--- src/rtl/systolic_matrix_loader_if.sv ---
// Stream-in / matrix-out bundle between the byte source, the loader and the
// systolic multiplier. slave is the loader side, master the driving side.
interface systolic_matrix_loader_if #(
  parameter int N = 4
);
  logic signed [7:0]                  i_data;
  logic                               i_valid;
  logic                               o_ready;
  logic                               i_clear;
  logic                               i_resultValid;
  logic signed [N-1:0][N-1:0][7:0]    o_a;
  logic signed [N-1:0][N-1:0][7:0]    o_b;
  logic                               o_validInput;
  logic                               o_busy;

  modport slave (
    input  i_data, i_valid, i_clear, i_resultValid,
    output o_ready, o_a, o_b, o_validInput, o_busy
  );

  modport master (
    output i_data, i_valid, i_clear, i_resultValid,
    input  o_ready, o_a, o_b, o_validInput, o_busy
  );
endinterface

--- src/rtl/systolic_matrix_loader.sv ---
// Byte-stream loader for the NxN int8 systolic multiplier.
// Fills A then B in row-major order, launches the multiplier with a single
// input-valid pulse, then holds off the source until the result comes back.
// N is expected in 3..256, the range the multiplier accepts.

// One matrix row: N bytes, written one column at a time, only cleared by reset.
module sml_row #(
  parameter int N  = 4,
  parameter int CW = 2
) (
  input  logic                  i_clk,
  input  logic                  i_arst,
  input  logic                  we,
  input  logic [CW-1:0]         col,
  input  logic [7:0]            data,
  output logic [N-1:0][7:0]     row_q
);
  logic [N-1:0][7:0] row_d;

  // Overwrite the addressed column on a write, otherwise hold.
  always_comb begin
    row_d = row_q;
    if (we) row_d[col] = data;
  end

  // Row storage.
  always_ff @(posedge i_clk or posedge i_arst) begin
    if (i_arst) row_q <= '0;
    else        row_q <= row_d;
  end
endmodule

module systolic_matrix_loader #(
  parameter int N = 4
) (
  input  logic                       i_clk,
  input  logic                       i_arst,
  systolic_matrix_loader_if.slave    bus
);
  localparam int            CW   = (N > 1) ? $clog2(N) : 1;
  localparam logic [CW-1:0] LAST = CW'(N - 1);

  typedef enum logic [1:0] {
    S_LOAD_A,
    S_LOAD_B,
    S_FIRE,
    S_WAIT
  } state_t;

  state_t        state_q, state_d;
  logic [CW-1:0] row_q, row_d;
  logic [CW-1:0] col_q, col_d;
  logic          vin_q, vin_d;

  logic          loading;
  logic          xfer;
  logic [N-1:0]  we_a, we_b;
  logic [N-1:0][N-1:0][7:0] a_mat, b_mat;

  // Ready is a pure state decode; clear suppresses the transfer, not ready.
  assign loading = (state_q == S_LOAD_A) || (state_q == S_LOAD_B);
  assign xfer    = loading && bus.i_valid && !bus.i_clear;

  // Next state and row/column stepping; row/col replace k/N and k%N.
  always_comb begin
    state_d = state_q;
    row_d   = row_q;
    col_d   = col_q;
    unique case (state_q)
      S_LOAD_A, S_LOAD_B: begin
        if (bus.i_clear) begin
          state_d = S_LOAD_A;
          row_d   = '0;
          col_d   = '0;
        end else if (bus.i_valid) begin
          if (col_q == LAST) begin
            col_d = '0;
            if (row_q == LAST) begin
              row_d   = '0;
              state_d = (state_q == S_LOAD_A) ? S_LOAD_B : S_FIRE;
            end else begin
              row_d = row_q + 1'b1;
            end
          end else begin
            col_d = col_q + 1'b1;
          end
        end
      end
      S_FIRE: state_d = S_WAIT;
      S_WAIT: begin
        if (bus.i_resultValid) begin
          state_d = S_LOAD_A;
          row_d   = '0;
          col_d   = '0;
        end
      end
      default: state_d = S_LOAD_A;
    endcase
    // FIRE lasts exactly one cycle, so the pulse is registered on entry.
    vin_d = (state_d == S_FIRE);
  end

  // Control registers.
  always_ff @(posedge i_clk or posedge i_arst) begin
    if (i_arst) begin
      state_q <= S_LOAD_A;
      row_q   <= '0;
      col_q   <= '0;
      vin_q   <= 1'b0;
    end else begin
      state_q <= state_d;
      row_q   <= row_d;
      col_q   <= col_d;
      vin_q   <= vin_d;
    end
  end

  // One row writer per matrix row; the current row decodes the enable.
  for (genvar r = 0; r < N; r++) begin : g_row
    assign we_a[r] = xfer && (state_q == S_LOAD_A) && (row_q == CW'(r));
    assign we_b[r] = xfer && (state_q == S_LOAD_B) && (row_q == CW'(r));

    sml_row #(.N(N), .CW(CW)) u_a (
      .i_clk (i_clk),
      .i_arst(i_arst),
      .we    (we_a[r]),
      .col   (col_q),
      .data  (bus.i_data),
      .row_q (a_mat[r])
    );

    sml_row #(.N(N), .CW(CW)) u_b (
      .i_clk (i_clk),
      .i_arst(i_arst),
      .we    (we_b[r]),
      .col   (col_q),
      .data  (bus.i_data),
      .row_q (b_mat[r])
    );
  end

  assign bus.o_ready      = loading;
  assign bus.o_busy       = (state_q == S_FIRE) || (state_q == S_WAIT);
  assign bus.o_validInput = vin_q;
  assign bus.o_a          = a_mat;
  assign bus.o_b          = b_mat;
endmodule

--- src/flat_wrapper.sv ---
// flat-port wrapper written by rule: the top's interface ports become plain ports
module systolic_matrix_loader_flat 
#(
  parameter int N = 4
)
  (i_clk, i_arst, bus_i_data, bus_i_valid, bus_i_clear, bus_i_resultValid, bus_o_ready, bus_o_a, bus_o_b, bus_o_validInput, bus_o_busy);
  systolic_matrix_loader_if #(.N(N)) bus_i ();
  input  logic i_clk;
  input  logic i_arst;
  input wire logic [$bits(bus_i.i_data)-1:0] bus_i_data;
  input wire logic [$bits(bus_i.i_valid)-1:0] bus_i_valid;
  input wire logic [$bits(bus_i.i_clear)-1:0] bus_i_clear;
  input wire logic [$bits(bus_i.i_resultValid)-1:0] bus_i_resultValid;
  output wire logic [$bits(bus_i.o_ready)-1:0] bus_o_ready;
  output wire logic [$bits(bus_i.o_a)-1:0] bus_o_a;
  output wire logic [$bits(bus_i.o_b)-1:0] bus_o_b;
  output wire logic [$bits(bus_i.o_validInput)-1:0] bus_o_validInput;
  output wire logic [$bits(bus_i.o_busy)-1:0] bus_o_busy;
  assign bus_i.i_data = bus_i_data;
  assign bus_i.i_valid = bus_i_valid;
  assign bus_i.i_clear = bus_i_clear;
  assign bus_i.i_resultValid = bus_i_resultValid;
  assign bus_o_ready = bus_i.o_ready;
  assign bus_o_a = bus_i.o_a;
  assign bus_o_b = bus_i.o_b;
  assign bus_o_validInput = bus_i.o_validInput;
  assign bus_o_busy = bus_i.o_busy;
  systolic_matrix_loader #(.N(N)) u_core (.i_clk(i_clk), .i_arst(i_arst), .bus(bus_i));
endmodule
--- config.mk ---
export PLATFORM = sky130hd
export DESIGN_NAME = systolic_matrix_loader_flat
export DESIGN_NICKNAME = d
export VERILOG_FILES = /design/src/rtl/systolic_matrix_loader_if.sv /design/src/rtl/systolic_matrix_loader.sv /design/src/flat_wrapper.sv
export SDC_FILE = /design/constraint.sdc
export NUM_CORES = 1
export LEC_CHECK = 0
export CAP_MARGIN = 20
export CORE_UTILIZATION = 52
export CTS_CLUSTER_SIZE = 25
export DETAILED_ROUTE_END_ITERATION = 7
export PLACE_DENSITY = 0.85
export SLEW_MARGIN = 10
export SYNTH_ARGS = -nofsm -noshare
export SYNTH_HDL_FRONTEND = slang
export SYNTH_HIERARCHICAL = 1
export SYNTH_SLANG_ARGS = --single-unit
--- constraint.sdc ---
create_clock -name i_clk -period 4 [get_ports i_clk]
set_clock_uncertainty 0.1 [all_clocks]
set_input_delay 0.4 -clock i_clk [delete_from_list [all_inputs] [get_ports i_clk]]
set_output_delay 0.4 -clock i_clk [all_outputs]
set_load 0.01 [all_outputs]
# Yosys cells after proc, flatten, opt, wreduce, memory -nomap -nowiden
# Cells that the tools add are included.
[op_classes]
n_reduce_logical = 22
muxes = 27
order_cmp = 2
eq_ne = 11
n_addsub = 2
[op_table]
columns = ["cell", "n"]
rows = [
  ["32-bit bitwise mux", 8],
  ["2-bit 2-to-1 mux", 14],
  ["8-bit demux with 2-bit select", 1],
  ["1-bit logical AND", 13],
  ["2-bit equality test, second input constant", 6],
  ["8-bit 2-to-1 mux", 1],
  ["2-bit one-hot mux with 2 select lines", 2],
  ["2-bit one-hot mux with 3 select lines", 1],
  ["2-bit by 1-bit adder with 2-bit output, second input constant", 2],
  ["2-bit by 1-bit equality test with 1-bit output, second input constant", 2],
  ["2-bit logical NOT", 2],
  ["4-bit AND reduction", 1],
  ["2-bit by 3-bit < comparator with 1-bit output, second input constant", 1],
  ["3-bit by 2-bit != test with 1-bit output, second input constant", 1],
  ["3-bit != test, second input constant", 1],
  ["3-bit AND reduction", 1],
  ["2-bit by 1-bit >= comparator with 1-bit output, second input constant", 1],
  ["1-bit logical OR", 2],
  ["2-bit != test, second input constant", 1],
  ["2-bit nonzero test", 1],
  ["2-bit OR reduction", 1],
  ["1-bit logical NOT", 1],
]
[word_totals]
ff_bits = 263
in_bits = 13
out_inout_bits = 259
elab_cells = 100

# Depth between registers and ports, before layout
[depth]
depth_word = 8
mapped_depth = 5
mapped_depth_nobuf = 5

# Hierarchy
# Netlist, hierarchy kept.
[by_module_without_submodules]
columns = ["mod", "area_per_inst_um2", "cells_each", "seq_area_each_um2", "n_inst"]
rows = [
  ["sml_row", 1216.2, 69, 800.8, 8],
  ["systolic_matrix_loader", 525.5, 51, 175.2, 1],
]

# Least setup slack after synthesis
# No wires, ideal clock.
[synth_path]
kind = "register to register"
from = "register u_core.col_q[0]"
to = "register u_core.row_q[0]"
arrival_ns = 2.192
path_stages_with_launch = 5
setup_ns = 0.128
n_path_buf = 0
period_less_slack_ns = 2.420
required_time_ns = 3.772
setup_slack_ns = 1.580
path_cell_list = "dfrtp_1 ha_1 a211oi_2 a21oi_2 mux2_1"
[synth_via]
elab_chain_len = 3
[synth_rtl]
columns = ["item", "line_no", "source"]
rows = [
  ["start: declaration", "systolic_matrix_loader.sv:52", "logic [CW-1:0] col_q, col_d;"],
  ["start signal: assignment", "systolic_matrix_loader.sv:113", "col_q <= col_d;"],
  ["2-bit equality test", "systolic_matrix_loader.sv:76", "if (col_q == LAST) begin"],
  ["3-bit by 2-bit != test with 1-bit output (no source line)", "n/a", ""],
  ["4-bit AND reduction (no source line)", "n/a", ""],
  ["end signal: assignment", "systolic_matrix_loader.sv:112", "row_q <= row_d;"],
  ["end: declaration", "systolic_matrix_loader.sv:51", "logic [CW-1:0] row_q, row_d;"],
]
# Every way passes these cells.
# A chain may end at the register's enable or synchronous reset.

# Worst setup path after layout
[layout_path]
from = "register u_core.state_q[1]"
to = "register u_core/g_row[3].u_a/row_q[4] (netlist name)"
[layout_via]
elab_chain_len = 6
word_cells_on_any_way = 7
cone_classes = "eq/ne: 1; reduce/logical: 6"
[layout_rtl]
columns = ["item", "line_no", "source"]
rows = [
  ["start: declaration", "systolic_matrix_loader.sv:50", "state_t state_q, state_d;"],
  ["start signal: assignment", "systolic_matrix_loader.sv:111", "state_q <= state_d;"],
  ["2-bit by 1-bit equality test with 1-bit output or 2-bit logical NOT (tied branches)", "systolic_matrix_loader.sv:61, systolic_matrix_loader.sv:120", ""],
  ["1-bit logical OR", "systolic_matrix_loader.sv:61", "assign loading = (state_q == S_LOAD_A) || (state_q == S_LOAD_B);"],
  ["1-bit logical AND (2 in series)", "systolic_matrix_loader.sv:62", "assign xfer = loading && bus.i_valid && !bus.i_clear;"],
  ["1-bit logical AND (*) (2 in series)", "systolic_matrix_loader.sv:120", "assign we_a[r] = xfer && (state_q == S_LOAD_A) && (row_q == CW'(r));"],
  ["via u_core.we_a[3]", "systolic_matrix_loader.sv:57", "logic [N-1:0] we_a, we_b;"],
  ["end signal: assignment", "systolic_matrix_loader.sv:29", "else row_q <= row_d;"],
  ["end: declaration", "systolic_matrix_loader.sv:16", "output logic [N-1:0][7:0] row_q"],
]
# Mark *: on every way through the listed nets, which the timed path passes. The rest lies on a longest branch.

==> qor_table.md <==
| Step | Result | Value |
|:---|:---|:---|
| placement | Post-DP HPWL | 17.1 mm |
| layout | Net count reported at finish | 929 |
| floorplanning | Full die area | 20,300 um2 |
| worst setup path | Slowest stage delay, CP | 0.56 ns |
| worst setup path | Arr. time, crit path | 2.87 ns |
| placement | Final weighted congestion of routability-driven global placement | 0.808 |
| worst setup path | Worst path slowest cell | sky130_fd_sc_hd__dfrtp_1 |
| cts | Clock latency on the worst-skew pair | 0.51 ns |
| pwr | Static Leakage | 0.00677 uW |
| floorplanning | Die boundary width | 142 um |
| sta | Setup Viol. Count Final | 0 |
| yosys | Count of distinct cell types in the synthesized netlist | 27 |
| cts | Post-CTS setup repair buffer count | 0 |
| global route | Pin count of the biggest net entering global routing | 36 |
| layout | Growth of design area from synthesis to finish | 39.3% |
| layout | Final core occ | 75.1% |
| worst setup path | Data required time of the worst path | 4.29 ns |
| yosys | Fraction of registers with async set/reset | 100% |
| worst setup path | Worst setup EP type | flop |
| floorplanning | Number of top-level design ports | 272 |
| worst setup path | CP startpoint kind | flop |
| layout | Area occupied by multi-input gates | 3610 um2 |
| layout | Share of layout cells above drive strength 1 | 38.3% |
| global route | Number of antenna violations at the first check in global routing | 0 |
| cts | Resize count post-CTS | 0 |
| route | Detailed-route via count | 6,375 |
| cts | Maximum clock insertion buffer count | 3 |
| yosys | Cell types with the highest counts after synthesis | sky130_fd_sc_hd__dfrtp_1 (263), sky130_fd_sc_hd__mux2_2 (256), sky130_fd_sc_hd__nand3b_2 (16) |
| global route | Global-route wire length before repair | 40.6 mm |
| route | Count of unresolved DRC violations after routing | 0 |
| sta | Aggregate negative setup slack | 0 ns |
| worst setup path | Crit path buf inv count | 0 |
| yosys | Most common cell in the netlist | sky130_fd_sc_hd__dfrtp_1 |
| yosys | Average footprint of a synthesized cell | 17.0 um2 |
| layout | Non-Filler Cell Area, Final | 14,300 um2 |
| cts | TritonCTS sink count | 263 |
| layout | Register Area | 6580 um2 |
| pwr | Overall power after layout | 8110 uW |
| cts | Clock Tree Root | sky130_fd_sc_hd__clkbuf_16 |
| yosys | Post-Syn Instances | 603 |
| yosys | Post-synth EDFFs | 0 |
| pwr | Max VDD drop | 438 uV |
| worst setup path | Worst setup path class | flop to flop |
| floorplanning | Placement Rows | 50 |
| yosys | Yosys warning count | 6 |
| global route | Overall routing resource usage | 26.4% |
| sta | Unrepaired setup endpoints after global routing | no |
| floorplanning | Chip height | 142 um |
| run status | Status | complete, no violations |
| sta | Period Utilization, post-route | 64.4% |
| layout | Fill count | 1,210 |
| cts | Number of hold buffers added after CTS | 0 |
| global route | Number of global-route vias before repair | 7,003 |
| worst setup path | Maximum fanout count along the critical path | 12 |
| yosys | Flip-flop cell with the highest count after synthesis | sky130_fd_sc_hd__dfrtp_1 |
| yosys | Cell area after technology mapping | 10,300 um2 |
| yosys | Area share of the largest cell type after synthesis | 64.2% |
| sta | Final Hold Violating Endpoints | 0 |
| yosys | Top cells by area, synth | sky130_fd_sc_hd__dfrtp_1 (64%), sky130_fd_sc_hd__mux2_2 (28%), sky130_fd_sc_hd__nand3b_2 (1.8%) |
| route | Remaining antenna violation count | 0 |
| route | Post-detailed-route wirelength per cell | 22.1 um |
| cts | Clock edge transition at the registers on the reported setup and hold paths | 0.06 ns |
| sta | Clock period minus final worst setup slack | 2.58 ns |
| yosys | Cell taking the most area after synthesis | sky130_fd_sc_hd__dfrtp_1 |
| global route | GRT Residual Overflow | 0 |
| worst setup path | Cell type group with the largest total delay on the critical path | simple AND/OR/NAND/NOR gates |
| worst setup path | Ordered list of cells on the worst path | nor4b_2 > and2_1 > nor3b_4 > mux2_2 |
| sta | Slew Viols, Final | 0 |
| route | Initial detailed-routing violation count | 174 |
| route | Via density per instance | 5.35 |
| cts | Depth of the CTS H-tree | 1 |
| yosys | Flop and latch count out of synthesis | 263 |
| layout | Count of antenna diodes in the layout | 0 |
| yosys | Mapped Nets | 621 |
| yosys | Sequential area share after synthesis | 64.2% |
| cts | Number of buffers added by the clock tree synthesis step | 27 |
| route | Detailed-router iteration count before antenna repair | 4 |
| pwr | Power Density | 567 nW/um2 |
| placement | Total placed instance area | 13,400 um2 |
| job | Total of max-cap violations | 0 |
| sta | Worst slew margin relative to its limit | 30.7% |
| sta | Max Fclk | 388 MHz |
| cts | CTS tree | done |
| floorplanning | Starting density of the core | 53.9% |
| placement | Count of buffers inserted at the top-level ports | 271 |
| route | Total Routed Length | 26.4 mm |
| sta | Actual transition at the worst max-transition pin | 1.04 ns |
| hold path | Hold WC Path Type | flop to flop |
| floorplanning | Core Footprint | 19,000 um2 |
==> worst reg2reg max path, stage by stage, from the launching register on <==
cell and delay, ns:
sky130_fd_sc_hd__dfrtp_1 0.56, sky130_fd_sc_hd__nor4b_2 0.56, sky130_fd_sc_hd__and2_1 0.34, sky130_fd_sc_hd__nor3b_4 0.49
sky130_fd_sc_hd__mux2_2 0.40
==> cell families (layout without fill, tap and decap cells) <==
kind of cell | after synthesis | count (layout) | synth area share [%]
buffers and inverters | 15 | 343 | 0.622
AND/OR/NAND/NOR | 53 | 53 | 5.43
adder cells (fa/ha/maj) | 5 | 5 | 0.610
flip-flops | 263 | 263 | 64.2
AO/OA/AOI/OAI | 7 | 7 | 0.634
multiplexers | 260 | 260 | 28.5
==> per-stage QoR <==
step           cells  hold WS, ns  setup slack [ns]
3_5_place_dp    1142        0.392              1.04
4_1_cts         1191        0.406              1.39
6_report        1191        0.402              1.42
5_1_grt         1191        0.410              1.30
3_3_place_gp    1140        0.387              1.07
2_1_floorplan    603        0.103              1.58
==> layout make-up <==
cell class / count / share of cell area (%)
Clock buffer: 41 / 5.80
Clock inverter: 8 / 0.455
Inverter: 13 / 0.342
Multi-Input combinational cell: 325 / 25.3
Sequential cell: 263 / 46.1
Tap cell: 260 / 2.28
Timing Repair Buffer: 281 / 19.8
==> report_power, final <==
group / total, uW / internal, uW / switching (uW)
registers: 3550 / 3170 / 380
logic: 2100 / 1270 / 829
clock network: 2460 / 1480 / 972
total: 8110 / 5930 / 2180
==> state kept, by name, summed over array words and instances, names as in the netlist <==
name	count
u_core/g_row.u_b/row_q	128
u_core/g_row.u_a/row_q	128
u_core/state_q	2
u_core/bus.o_validInput	1
u_core/col_q	2
u_core/row_q	2
==> layer usage <==
metal  up-vias  routed length [um]  track usage [%]
met1      3301               10900             33.4
met3        49                1710             6.49
met4         0                 497             6.90
met5         -                   0                0
met2       222               13200             45.6
li1       2803                   -                -
==> worst paths after layout <==
kind | slack, ns | end | from | cells after the start
max | 1.42 | u_core/g_row[3].u_a/row_q[4]$_DFFE_PP0P_ | u_core/state_q[1]$_DFF_PP0_ | 4
min reg2reg | 0.40 | u_core/g_row[1].u_a/row_q[24]$_DFFE_PP0P_ | u_core/g_row[1].u_a/row_q[24]$_DFFE_PP0P_ | 1
max in group asynchronous | 2.51 | u_core/g_row[1].u_a/row_q[13]$_DFFE_PP0P_ | i_arst | 3
min in group asynchronous | 0.61 | u_core/row_q[1]$_DFFE_PP0P_ | i_arst | 2
max reg2reg | 1.42 | u_core/g_row[3].u_a/row_q[4]$_DFFE_PP0P_ | u_core/state_q[1]$_DFF_PP0_ | 4
min | 0.40 | u_core/g_row[1].u_a/row_q[24]$_DFFE_PP0P_ | u_core/g_row[1].u_a/row_q[24]$_DFFE_PP0P_ | 1
==> placed cells by master, fill, tap and decap left out, types with 2 or more instances in the layout <==
cell type / count
sky130_fd_sc_hd__inv_2: 6
sky130_fd_sc_hd__inv_1: 7
sky130_fd_sc_hd__clkbuf_8: 10
sky130_fd_sc_hd__dfrtp_2: 2
sky130_fd_sc_hd__clkinv_2: 7
sky130_fd_sc_hd__nand2_1: 4
sky130_fd_sc_hd__buf_4: 8
sky130_fd_sc_hd__nor3_1: 2
sky130_fd_sc_hd__and3_1: 2
sky130_fd_sc_hd__ha_1: 5
sky130_fd_sc_hd__dfrtp_1: 261
sky130_fd_sc_hd__mux2_1: 2
sky130_fd_sc_hd__clkbuf_16: 27
sky130_fd_sc_hd__buf_16: 2
sky130_fd_sc_hd__clkdlybuf4s50_1: 271
sky130_fd_sc_hd__nand3_2: 8
sky130_fd_sc_hd__mux2_2: 256
sky130_fd_sc_hd__and2_1: 8
sky130_fd_sc_hd__clkbuf_1: 4
sky130_fd_sc_hd__nor3b_4: 8
sky130_fd_sc_hd__mux2i_1: 2
sky130_fd_sc_hd__nand3b_2: 16
Note: power is estimated with default switching activity, not from simulation.
